$ cat config.mk
export PLATFORM = sky130hd
export DESIGN_NAME = alu_cmd_sequencer
export DESIGN_NICKNAME = d
export VERILOG_FILES = /design/src/rtl/alu_cmd_sequencer_pkg.sv /design/src/rtl/alu_res_serializer.sv /design/src/rtl/alu_cmd_sequencer.sv
export SDC_FILE = /design/constraint.sdc
export NUM_CORES = 1
export LEC_CHECK = 0
export ABC_AREA = 0
export CORE_MARGIN = 2
export CORE_UTILIZATION = 43
export CTS_CLUSTER_DIAMETER = 60
export DETAILED_ROUTE_END_ITERATION = 6
export MAX_ROUTING_LAYER = met4
export PLACE_DENSITY = 0.76
export SYNTH_ARGS = -nofsm -noshare
export SYNTH_HDL_FRONTEND = slang
export SYNTH_SLANG_ARGS = --single-unit
$ cat constraint.sdc
create_clock -name CLK -period 1.5 [get_ports CLK]
set_input_delay 0.3 -clock CLK [delete_from_list [all_inputs] [get_ports CLK]]
set_output_delay 0.3 -clock CLK [all_outputs]
set_load 0.02 [all_outputs]
$ cat src/rtl/alu_cmd_sequencer_pkg.sv
// Shared types and constants for the ALU command sequencer and its result serializer.
// Also holds the ALU function codes used by the ALU decoder and the bench.
package alu_cmd_sequencer_pkg;

    localparam logic [7:0] CMD_OPS_BYTE = 8'hCC;
    localparam logic [7:0] CMD_FUN_BYTE = 8'hDD;

    // ALU function codes carried in FUN byte bits [3:0]
    localparam logic [3:0] ALU_ADD   = 4'h0;
    localparam logic [3:0] ALU_SUB   = 4'h1;
    localparam logic [3:0] ALU_MUL   = 4'h2;
    localparam logic [3:0] ALU_DIV   = 4'h3;
    localparam logic [3:0] ALU_AND   = 4'h4;
    localparam logic [3:0] ALU_OR    = 4'h5;
    localparam logic [3:0] ALU_NAND  = 4'h6;
    localparam logic [3:0] ALU_NOR   = 4'h7;
    localparam logic [3:0] ALU_XOR   = 4'h8;
    localparam logic [3:0] ALU_XNOR  = 4'h9;
    localparam logic [3:0] ALU_CMPEQ = 4'hA;
    localparam logic [3:0] ALU_CMPGT = 4'hB;
    localparam logic [3:0] ALU_CMPLT = 4'hC;
    localparam logic [3:0] ALU_SHR   = 4'hD;
    localparam logic [3:0] ALU_SHL   = 4'hE;

    // ST_SEND covers SEND_LSB/GAP/SEND_MSB, which the serializer sequences itself
    typedef enum logic [3:0] {
        ST_IDLE     = 4'd0,
        ST_GET_A    = 4'd1,
        ST_GET_B    = 4'd2,
        ST_GET_FUN  = 4'd3,
        ST_RUN      = 4'd4,
        ST_WAIT_RES = 4'd5,
        ST_SEND     = 4'd6
    } seq_state_t;

    typedef enum logic [1:0] {
        SER_IDLE = 2'd0,
        SER_LSB  = 2'd1,
        SER_GAP  = 2'd2,
        SER_MSB  = 2'd3
    } ser_state_t;

endpackage

$ cat src/rtl/alu_res_serializer.sv
// Holds the captured ALU result and sends it to the UART transmitter LSB first,
// with one idle cycle between the two bytes.
module alu_res_serializer
    import alu_cmd_sequencer_pkg::*;
#(
    parameter int DATA_WIDTH = 8,
    parameter int RES_WIDTH  = 16
) (
    input  logic                  i_clk,
    input  logic                  i_rst_n,
    input  logic                  i_start,
    input  logic [RES_WIDTH-1:0]  i_result,
    input  logic                  i_tx_busy,
    output logic [DATA_WIDTH-1:0] o_tx_data,
    output logic                  o_tx_vld,
    output logic                  o_done
);

    ser_state_t           r_state;
    ser_state_t           w_next;
    logic [RES_WIDTH-1:0] r_res;

    always_ff @(posedge i_clk or negedge i_rst_n) begin
        if (!i_rst_n) begin
            r_state <= SER_IDLE;
            r_res   <= '0;
        end else begin
            r_state <= w_next;
            if (r_state == SER_IDLE && i_start) begin
                r_res <= i_result;
            end
        end
    end

    // TX_D_VLD depends only on state and TX_BUSY, never on received data
    always_comb begin
        w_next    = r_state;
        o_tx_data = '0;
        o_tx_vld  = 1'b0;
        o_done    = 1'b0;
        case (r_state)
            SER_IDLE: begin
                if (i_start) begin
                    w_next = SER_LSB;
                end
            end
            SER_LSB: begin
                o_tx_data = r_res[DATA_WIDTH-1:0];
                o_tx_vld  = !i_tx_busy;
                if (!i_tx_busy) begin
                    w_next = SER_GAP;
                end
            end
            SER_GAP: begin
                w_next = SER_MSB;
            end
            SER_MSB: begin
                o_tx_data = r_res[RES_WIDTH-1 -: DATA_WIDTH];
                o_tx_vld  = !i_tx_busy;
                if (!i_tx_busy) begin
                    w_next = SER_IDLE;
                    o_done = 1'b1;
                end
            end
            default: w_next = SER_IDLE;
        endcase
    end

endmodule

$ cat src/rtl/alu_cmd_sequencer.sv
// Parses CC/DD command frames from the UART receiver, runs the ALU once per frame
// and hands the registered result to the serializer for transmission.
module alu_cmd_sequencer
    import alu_cmd_sequencer_pkg::*;
#(
    parameter int                    DATA_WIDTH = 8,
    parameter int                    RES_WIDTH  = 16,
    parameter logic [DATA_WIDTH-1:0] CMD_OPS    = DATA_WIDTH'(CMD_OPS_BYTE),
    parameter logic [DATA_WIDTH-1:0] CMD_FUN    = DATA_WIDTH'(CMD_FUN_BYTE),
    parameter int                    TIMEOUT    = 15
) (
    input  logic                  CLK,
    input  logic                  RST,
    input  logic [DATA_WIDTH-1:0] RX_P_DATA,
    input  logic                  RX_D_VLD,
    input  logic [RES_WIDTH-1:0]  ALU_OUT,
    input  logic                  OUT_VALID,
    input  logic                  TX_BUSY,
    output logic [DATA_WIDTH-1:0] ALU_A,
    output logic [DATA_WIDTH-1:0] ALU_B,
    output logic [3:0]            ALU_FUN,
    output logic                  ALU_EN,
    output logic [DATA_WIDTH-1:0] TX_P_DATA,
    output logic                  TX_D_VLD,
    output logic                  CMD_ERR
);

    localparam int CNT_W = $clog2(TIMEOUT + 1);

    seq_state_t            r_state;
    seq_state_t            w_next;
    logic [CNT_W-1:0]      r_cnt;
    logic [DATA_WIDTH-1:0] r_alu_a;
    logic [DATA_WIDTH-1:0] r_alu_b;
    logic [3:0]            r_alu_fun;
    logic                  r_alu_en;
    logic                  r_cmd_err;
    logic                  w_err;
    logic                  w_ser_start;
    logic                  w_ser_done;

    always_ff @(posedge CLK or negedge RST) begin
        if (!RST) begin
            r_state   <= ST_IDLE;
            r_cnt     <= '0;
            r_alu_a   <= '0;
            r_alu_b   <= '0;
            r_alu_fun <= '0;
            r_alu_en  <= 1'b0;
            r_cmd_err <= 1'b0;
        end else begin
            r_state   <= w_next;
            r_cmd_err <= w_err;
            r_alu_en  <= (r_state == ST_GET_FUN) && RX_D_VLD;
            if (r_state == ST_GET_A && RX_D_VLD) begin
                r_alu_a <= RX_P_DATA;
            end
            if (r_state == ST_GET_B && RX_D_VLD) begin
                r_alu_b <= RX_P_DATA;
            end
            if (r_state == ST_GET_FUN && RX_D_VLD) begin
                r_alu_fun <= RX_P_DATA[3:0];
            end
            if (r_state == ST_RUN) begin
                r_cnt <= '0;
            end else if (r_state == ST_WAIT_RES && !OUT_VALID) begin
                r_cnt <= r_cnt + CNT_W'(1);
            end
        end
    end

    // Bytes arriving while the ALU or transmitter is busy are dropped and flagged
    always_comb begin
        w_next      = r_state;
        w_err       = 1'b0;
        w_ser_start = 1'b0;
        case (r_state)
            ST_IDLE: begin
                if (RX_D_VLD) begin
                    if (RX_P_DATA == CMD_OPS) begin
                        w_next = ST_GET_A;
                    end else if (RX_P_DATA == CMD_FUN) begin
                        w_next = ST_GET_FUN;
                    end else begin
                        w_err = 1'b1;
                    end
                end
            end
            ST_GET_A:   if (RX_D_VLD) w_next = ST_GET_B;
            ST_GET_B:   if (RX_D_VLD) w_next = ST_GET_FUN;
            ST_GET_FUN: if (RX_D_VLD) w_next = ST_RUN;
            ST_RUN: begin
                w_err  = RX_D_VLD;
                w_next = ST_WAIT_RES;
            end
            ST_WAIT_RES: begin
                w_err = RX_D_VLD;
                if (OUT_VALID) begin
                    w_ser_start = 1'b1;
                    w_next      = ST_SEND;
                end else if (r_cnt == CNT_W'(TIMEOUT - 1)) begin
                    w_err  = 1'b1;
                    w_next = ST_IDLE;
                end
            end
            ST_SEND: begin
                w_err = RX_D_VLD;
                if (w_ser_done) begin
                    w_next = ST_IDLE;
                end
            end
            default: w_next = ST_IDLE;
        endcase
    end

    alu_res_serializer #(
        .DATA_WIDTH (DATA_WIDTH),
        .RES_WIDTH  (RES_WIDTH)
    ) u_ser (
        .i_clk     (CLK),
        .i_rst_n   (RST),
        .i_start   (w_ser_start),
        .i_result  (ALU_OUT),
        .i_tx_busy (TX_BUSY),
        .o_tx_data (TX_P_DATA),
        .o_tx_vld  (TX_D_VLD),
        .o_done    (w_ser_done)
    );

    assign ALU_A   = r_alu_a;
    assign ALU_B   = r_alu_b;
    assign ALU_FUN = r_alu_fun;
    assign ALU_EN  = r_alu_en;
    assign CMD_ERR = r_cmd_err;

endmodule

Yosys cells after proc, flatten, opt, wreduce, memory -nomap -nowiden
Index checks and enable logic that the tools add are counted.

Input port bits: 29. Memory bits (writable): 0. Register bits after elaboration: 48. Memories: 0. Latch bits: 0. ROM bits: 0. Word-level logic and storage cells: 74.

Multiply operators: 0. Bitwise gates (word level): 0. Equality and inequality tests: 22. Order comparisons: 0. Multiplexer cells: 28. Reduce and logical (&&, ||, !) cells: 14. Shift-type cells: 0. Add/sub/neg operators: 1. Divide/modulo/power cells: 0.

Operator list (count): 2-to-1 mux 4 bit (11); one-hot mux 4 bit (7 select lines) (1); == test 8 bit, second input constant (2); one-hot mux 8 bit (2 select lines) (1); == test 4 x 3 -> 1 bit, second input constant (3); inequality test 2 bit, second input constant (6); 2-to-1 mux 1 bit (10); == test 4 x 2 -> 1 bit, second input constant (2); one-hot mux 2 bit (4 select lines) (1); AND reduction 7 bit (1); 2-to-1 mux 2 bit (3); logical AND 1 bit (5); adder 4 x 1 -> 4 bit, second input constant (1); == test 2 bit, second input constant (2); == test 4 x 1 -> 1 bit, second input constant (1); == test 4 bit, second input constant (1); zero test 4 bit (1); inequality test 2 x 1 -> 1 bit, second input constant (2); OR reduction 2 bit (2); inequality test 3 x 2 -> 1 bit, second input constant (1); inequality test 3 bit, second input constant (1); one-hot mux 1 bit (3 select lines) (1); AND reduction 3 bit (1); == test 2 x 1 -> 1 bit, second input constant (1); 3 further kinds (4).

Logic depth before layout (Yosys ltp)
Gate-level depths: netlist (run 1).

Word-level depth: 5. Gate-level depth with buffers: 6. Mapped depth without buffers: 6.

Cells and area by module
A second synthesis (run 1) with hierarchy kept.

Cell total of the unflattened synthesis: 166. Area, all modules: 2275.9 µm².

Modules (own cells, without submodules): alu_cmd_sequencer (cells each 104, seq. area each 725.7 µm², area each 1357.6 µm², instances 1); alu_res_serializer (cells each 62, seq. area each 450.4 µm², area each 918.4 µm², instances 1).

Worst setup path after synthesis (run 1)
No wires, ideal clock.

Path kind: register to register. Start point: reg r_state[0]. End point: reg r_state[1]. Data required time: 1.354 ns. Arrival time: 1.442 ns. Clock period less this slack: 1.588 ns. Setup time: 0.146 ns. Stages on the path, launching flop included: 5. Buffers on the path: 0. Slack: -0.088 ns. Cell sequence: dfrtp_1 or4_1 or3_1 a211oi_2 a221oi_1.

Word-level cells in the longest chain between the ends: 3.

RTL lines: start: declaration (line alu_cmd_sequencer.sv:30) `seq_state_t r_state;`; start signal: assignment (line alu_cmd_sequencer.sv:52) `r_state <= w_next;`; == test 4 x 3 -> 1 bit, or another cell as far along (line alu_cmd_sequencer.sv:77) `case (r_state)`; inequality test 3 x 2 -> 1 bit (no source line), or another cell as far along; AND reduction 7 bit (no source line).

Several ways; a longest one is shown, not always the timed one. A chain may end at the register's enable or synchronous reset.

Worst setup path after layout (run 1)
Start point: reg u_ser.r_state[0]. End point: out TX_P_DATA[4].

Word-level cells in the longest chain between the ends: 2.

RTL lines: start: declaration (line alu_res_serializer.sv:19) `ser_state_t r_state;`; start signal: assignment (line alu_res_serializer.sv:28) `r_state <= w_next;`; == test 2 bit / == test 2 x 1 -> 1 bit (equally long branches) (line alu_res_serializer.sv:41) `case (r_state)`; one-hot mux 8 bit (2 select lines) * (line alu_res_serializer.sv:41); end: declaration (line alu_cmd_sequencer.sv:23) `output logic [DATA_WIDTH-1:0] TX_P_DATA,`.

Every way passes the cells marked *; elsewhere a longest branch is shown, timed or not.

==> metrics.md, run 1 <==
| Metric | Value |
|---|---|
| All-Layer GR Usage | `19.16%` |
| First-pass GRT wire length | `7596 µm` |
| Gpl congestion | `around 0.82` |
| Total of max-cap violations | `0` |
| Area Overhead vs Synth | `60.45%` |
| Initial Util | `45.02%` |
| Yosys top cell by area | `dfrtp_1` |
| Die footprint | `5593 µm²` |
| Warnings, synthesis | `0` |
| CTS root buf | `clkbuf_8` |
| Failing checks | `negative setup slack` |
| WHS | `roughly 0.5 ns` |
| Multi-input logic area | `between 1000 and 1500 µm²` |
| Clock Tree Buf Depth | `2` |
| DRT Pass-1 Iters | `4` |
| Layout cells sized above 1 | `43.77%` |
| Ys async rst share | `100.0%` |
| CP top delay family | `flip-flops` |
| Max VDD drop | `0.001258 V` |
| Slew headroom | `70.48%` |
| CTS Sinks | `47` |
| Netlist Area Pre-Place | `2155 µm²` |
| H-tree depth | `2` |
| Synth cell count leaders | `dfrtp_1 (47), mux2_1 (28), mux2_2 (9)` |
| Pwr Density | `1923 nW/µm²` |
| Fmax | `571.3 MHz` |
| DR iter-0 viols | `110` |
| Antenna Nets Post-Route | `0` |
| Worst Setup SP | `u_ser.r_state[0]$_DFFE_PN0P_` |
| Mapped Avg Cell Area | `12.90 µm²` |
| Core area | `4786 µm²` |
| Die height | `74.79 µm` |
| Total grt overflow | `0` |
| Worst-path clk slew | `0.08 ns` |
| Initial antenna violation count | `0` |
| Cells along the critical path | `ha_4 > buf_4 > a22o_1 > buf_6` |
| Overall Power | `6.647 mW` |
| P_leak | `1.697 nW` |
| WP buf/inv | `2` |
| WL per Instance | `around 17 µm` |
| Reg2reg end | `r_state[1]$_DFFE_PN0P_` |
| Startpoint types | `register` |
| Post-synth top area share | `54.59%` |
| Antenna diode count | `0` |
| Die X-Extent | `approximately 75 µm` |
| CTS tree | `built` |
| Worst Path Arrival | `~1.5 ns` |
| RSZ-0062 raised after global routing | `true` |
| Register Area | `1177 µm²` |
| Unique masters post-synth | `37` |
| Post-Route WL | `5619 µm` |
| Num CTS Buffers | `5` |
| Tcrit/Tclk final | `116.7%` |
| Endpoints failing setup | `32` |
| Number of global-route vias before repair | `1544` |
| WS Path Type | `reg2out` |
| Net Count, Synth | `203` |
| Count leader, synth | `dfrtp_1` |
| Hold WC Path Type | `reg2reg` |
| Inst Count DP | `316` |
| Layout net count | `302` |
| Final slew viol count | `0` |
| Worst Setup Slack, final | `-0.2503 ns` |
| Critical Path End | `TX_P_DATA[4]` |
| Port bufs | `59` |
| Top FF cell, synth | `dfrtp_1` |
| Fin crit period | `around 1.8 ns` |
| Clock skew | `around 0.010 ns` |
| Top-level port count | `60` |
| Post-DR vias/cell | `5.078` |
| Layout filler cell count | `between 300 and 400` |
| Post-Layout Cell Count | `332` |
| DRC | `0` |
| Synth area leaders | `dfrtp_1 (55%), mux2_1 (15%), mux2_2 (4.7%)` |
| Util after Layout | `between 70% and 80%` |
| Top fanout value on the critical path | `4` |
| Clock latency on the worst-skew pair | `0.30 ns` |
| Largest net degree at the start of global routing | `48` |
| Site Rows | `25` |
| Status | `complete, but fails checks` |
| Worst path depth | `4` |
| Reg2reg path depth | `4` |
| Dpl hpwl | `3546 µm` |
| Worst path required time | `between 1 and 1.5 ns` |
| Post-synthesis sequential area ratio | `54.59%` |
| Cells after Synth | `167` |
| Slowest CP cell | `dfrtp_2` |
| Critical path's largest stage delay | `0.46 ns` |
| Register bit total from synthesis | `47` |
| Placement Setup Slack | `-0.4091 ns` |
| R2r setup slk | `-0.13 ns` |
| Via Count | `1686` |
| Worst Max-Slew Pin Slew | `0.4394 ns` |
| Worst reg2reg path startpoint | `r_state[0]$_DFFE_PN0P_` |
| Endpoint type of the worst setup path | `primary output` |
| Hold Violations, Final | `0` |
| Post-synth EDFFs | `0` |
-- power breakdown --
part / internal (mW) / total (mW) / switching, mW
combinational: 2.04 / 3.68 / 1.64
clock: 0.312 / 0.711 / 0.399
sequential: 1.87 / 2.26 / 0.386
total: 4.22 / 6.65 / 2.42
-- area by class of cell --
class                   instances  share of cell area [%]
well taps                      67                   2.425
flip-flops and latches         47                   34.06
multi-input cells             104                   32.14
repair buffers                100                   28.34
inverters                       8                  0.9410
clock buffers                   6                   2.099
-- routing by layer --
| layer | global-route usage (%) | share of wire [%] | vias to the layer above |
|---|---|---|---|
| met5 | - | 0 | - |
| met4 | 5.952 | 1.6 | 0 |
| met3 | 4.284 | 3.2 | 10 |
| met2 | 29.99 | 51 | 32 |
| met1 | 25.04 | 44 | 851 |
| li1 | - | - | 793 |
-- worst reg2reg max path: stages (launching register included) --
cell	delay, ns
dfrtp_1	0.41
or4_1	0.52
or3_1	0.33
a211oi_2	0.18
a221oi_1	0.07
-- logic make-up after synthesis --
family                     share of synthesized area [%]
and+or+nand+nor                                    9.002
buffers and inverters                              3.658
xor gates and xnor gates                           1.220
muxes                                              19.80
DFF                                                54.59
adders and majority gates                          4.065
AOI/OAI and AO/OA                                  7.666
-- what timing repair did --
action                                  in CTS  in global routing
resized for setup                           84                 60
hold buffers                                 1                  0
setup buffers                                2                  8
cloned                                       1                  0
endpoints found under the setup margin      51                 46
pin swaps                                    4                 10
endpoints found under the hold margin       47                  0
-- how the worst min path moves through the flow --
stage,from,end,slack [ns],cells past startpoint
final,ALU_A[0]$_DFFE_PN0P_,ALU_A[0]$_DFFE_PN0P_,0.49,1
after global routing,ALU_A[0]$_DFFE_PN0P_,ALU_A[0]$_DFFE_PN0P_,0.52,1
after CTS,ALU_B[0]$_DFFE_PN0P_,ALU_B[0]$_DFFE_PN0P_,0.49,1
after detailed placement,RST,ALU_B[5]$_DFFE_PN0P_,0.31,2
after global placement,RST,ALU_A[2]$_DFFE_PN0P_,0.30,2
after floorplan,RST,ALU_A[0]$_DFFE_PN0P_,0.004,0
-- cells in the final DEF, fill, tap and decap left out, drive strengths merged, types with 5 or more instances in the layout --
master / count
clkdlybuf4s50: 27
dlygate4sd2: 22
mux2: 37
buf: 50
a22o: 8
inv: 8
nor2: 7
o21ai: 5
dfrtp: 47
clkbuf: 6
nand2: 8
ha: 7
-- registers in the layout (all words and copies together), names as in the netlist --
signal,cells
ALU_EN,1
ALU_A,8
r_cnt,4
r_state,3
u_ser.r_state,2
ALU_B,8
ALU_FUN,4
CMD_ERR,1
u_ser.r_res,16
-- stage by stage --
step	TNS [ns]	area, µm²
CTS	-2.222	3173
finish	-3.292	3457
global route	-4.862	3457
floorplan	-0.08776	2158
global placement	-11.24	3045
detailed placement	-12.34	3045
Note: power is estimated with default switching activity, not from simulation.
==> run 2, diff against run 1 <==
==> constraint.sdc (replaced) <==
create_clock -name CLK -period 1.4 [get_ports CLK]
set_input_delay 0.14 -clock CLK [delete_from_list [all_inputs] [get_ports CLK]]
set_output_delay 0.14 -clock CLK [all_outputs]
set_load 0.02 [all_outputs]
==> run 2 against run 1 <==
The run still ends with negative setup slack left. Via count fell by 2.1%. Register-to-register slack got worse by 0.09 ns. First-iteration DRC count down 39%. Sequential share of layout area up 0.17 points. Clock-buffer cell count unchanged. Hold slack worse by 0.14 ns. Final area shrank 0.62%. Final cell count up 0.30%. Non-clock buffer count down 1. Routed wire length shrank 10%. Flip-flop and latch count did not move. Critical path type is now reg2reg. Highest routed layer unchanged.
==> metrics.md, run 2 (synthesized netlist as in run 1, its figures left out) <==
| Metric | Value |
|---|---|
| Status | `complete, but fails checks` |
| Failing checks | `negative setup slack` |
| Initial Util | `45.02% (unchanged)` |
| Layout net count | `301 (-0.33%)` |
| Site Rows | `25 (unchanged)` |
| Largest register FFs | `16 (unchanged)` |
| WL per Instance | `15.16 µm (-10%)` |
| WHS | `0.3513 ns (-0.1397 ns)` |
| Largest net degree at the start of global routing | `48 (unchanged)` |
| Clock latency on the worst-skew pair | `0.30 ns (about the same)` |
| Total of max-cap violations | `0 (unchanged)` |
| DRT Pass-1 Iters | `4 (unchanged)` |
| Most frequent cells in the layout | `dfrtp_1 (47), clkdlybuf4s50_1 (28), buf_4 (27), mux2_4 (15), dlygate4sd2_1 (14)` |
| Worst Path Arrival | `1.80 ns (+0.35 ns)` |
| Clock skew | `0.007137 ns (-0.002815 ns)` |
| First-pass GRT wire length | `8073 µm (+6.3%)` |
| Inst Count DP | `320 (+1.3%)` |
| Via Count | `1651 (-2.1%)` |
| Top-level port count | `60 (unchanged)` |
| CTS tree | `built` |
| WS Path Type | `reg2reg` |
| Slew headroom | `75.72% (+5.2 points)` |
| Core area | `4786 µm² (unchanged)` |
| Endpoint type of the worst setup path | `register` |
| Hold WC Path Type | `in2async` |
| Pwr Density | `2068 nW/µm² (+7.6%)` |
| Post-Layout Cell Count | `333 (+0.30%)` |
| Area Overhead vs Synth | `59.47%` |
| Final setup TNS | `-3.095 ns (+0.1977 ns)` |
| Antenna Nets Post-Route | `0 (unchanged)` |
| Worst path required time | `1.58 ns (+0.38 ns)` |
| Antenna diode count | `0 (unchanged)` |
| CTS Sinks | `47 (unchanged)` |
| Die footprint | `5593 µm² (unchanged)` |
| Initial antenna violation count | `0 (unchanged)` |
| Layout cells sized above 1 | `40.60% (-3.2 points)` |
| Worst Max-Slew Pin Slew | `0.3614 ns (-0.07806 ns)` |
| Total grt overflow | `0 (unchanged)` |
| Final slew viol count | `0 (unchanged)` |
| DR iter-0 viols | `67 (-39%)` |
| Top fanout value on the critical path | `2 (-2)` |
| All-Layer GR Usage | `19.74% (+0.57 points)` |
| Max VDD drop | `0.001056 V (-16%)` |
| Die height | `74.79 µm (unchanged)` |
| Clock Tree Buf Depth | `2 (unchanged)` |
| Worst-path clk slew | `0.09 ns (about the same)` |
| Fmax | `slightly above 600 MHz` |
| Number of global-route vias before repair | `1740 (+13%)` |
| Endpoints failing setup | `37 (+16%)` |
| Post-Route WL | `5049 µm (-10%)` |
| Die X-Extent | `74.79 µm (unchanged)` |
| Worst Setup Slack, final | `-0.2175 ns (+0.03280 ns)` |
| Port bufs | `59 (unchanged)` |
| Largest register by flop count | `u_ser.r_res` |
| DRC | `0 (unchanged)` |
| Post-DR vias/cell | `4.958 (-2.4%)` |
| Startpoint types | `register` |
| Commonest non-fill, non-tap cell in the layout | `dfrtp_1` |
| Num CTS Buffers | `5 (unchanged)` |
| Fin crit period | `1.618 ns` |
| H-tree depth | `2 (unchanged)` |
| Dpl hpwl | `3309 µm (-6.7%)` |
| RSZ-0062 raised after global routing | `true` |
| CTS root buf | `clkbuf_8` |
| Tcrit/Tclk final | `115.5%` |
| Gpl congestion | `0.8112 (-0.54%)` |
| Placement Setup Slack | `-0.3505 ns (+0.05856 ns)` |
| P_leak | `1.730 nW (+1.9%)` |
| Hold Violations, Final | `0 (unchanged)` |
run 2: routing by layer:
layer / share of wire [%] / track usage [%]
met3: 4.8 / 4.953
met1: 41 / 23.41
met4: 1.3 / 4.563
met2: 53 / 33.92
met5: 0 / -
run 2: area by class of cell:
type / count / area, µm²
fillers: 347 / 1350
flip-flops and latches: 47 / 1176
multi-input cells: 104 / 1094
repair buffers: 99 / 934.6
well taps: 67 / 83.83
clock buffers: 6 / 82.58
clock inverters: 2 / 35.03
inverters: 8 / 30.03
run 2: report_power, final:
part | switching [mW] | internal, mW
clock | 0.456 | 0.578
sequential | 0.357 | 2.00
combinational | 1.70 | 2.01
total | 2.52 | 4.59
run 2: what timing repair did:
action | in CTS | in global routing
pin swaps | 1 | 1
hold endpoints to repair | 47 | 0
setup buffers | 3 | 1
gates cloned | 1 | 0
hold buffers | 1 | 0
resized for setup | 73 | 29
endpoints found under the setup margin | 57 | 58
run 2: worst max-delay path: stages (launching register included):
cell and delay (ns):
dfrtp_1 0.40, or4_1 0.51, or3_1 0.33, a211oi_2 0.21
a221oi_2 0.05
run 2: per-stage QoR:
stage               power, mW  instance area, µm²  util (%)
floorplan               4.289                2237         -
global placement        5.703                3117     65.12
detailed placement      5.782                3117     65.12
CTS                     6.918                3326     69.49
global route            7.547                3436     71.79
finish                  7.106                3436     71.79
run 2: path summary, 6_finish.rpt:
kind                                        start                           end  slack [ns]  depth (start not counted)
max in group asynchronous                     RST  u_ser.r_state[0]$_DFFE_PN0P_        0.83                          3
min in group CLK                      ALU_OUT[15]   u_ser.r_res[15]$_DFFE_PN0P_        0.42                          2
max reg2reg                r_state[0]$_DFFE_PN0P_        r_state[1]$_DFFE_PN0P_       -0.22                          4
min                                           RST          r_cnt[3]$_DFFE_PN0P_        0.35                          3
max                        r_state[0]$_DFFE_PN0P_        r_state[1]$_DFFE_PN0P_       -0.22                          4
min reg2reg                  ALU_B[2]$_DFFE_PN0P_          ALU_B[2]$_DFFE_PN0P_        0.49                          1
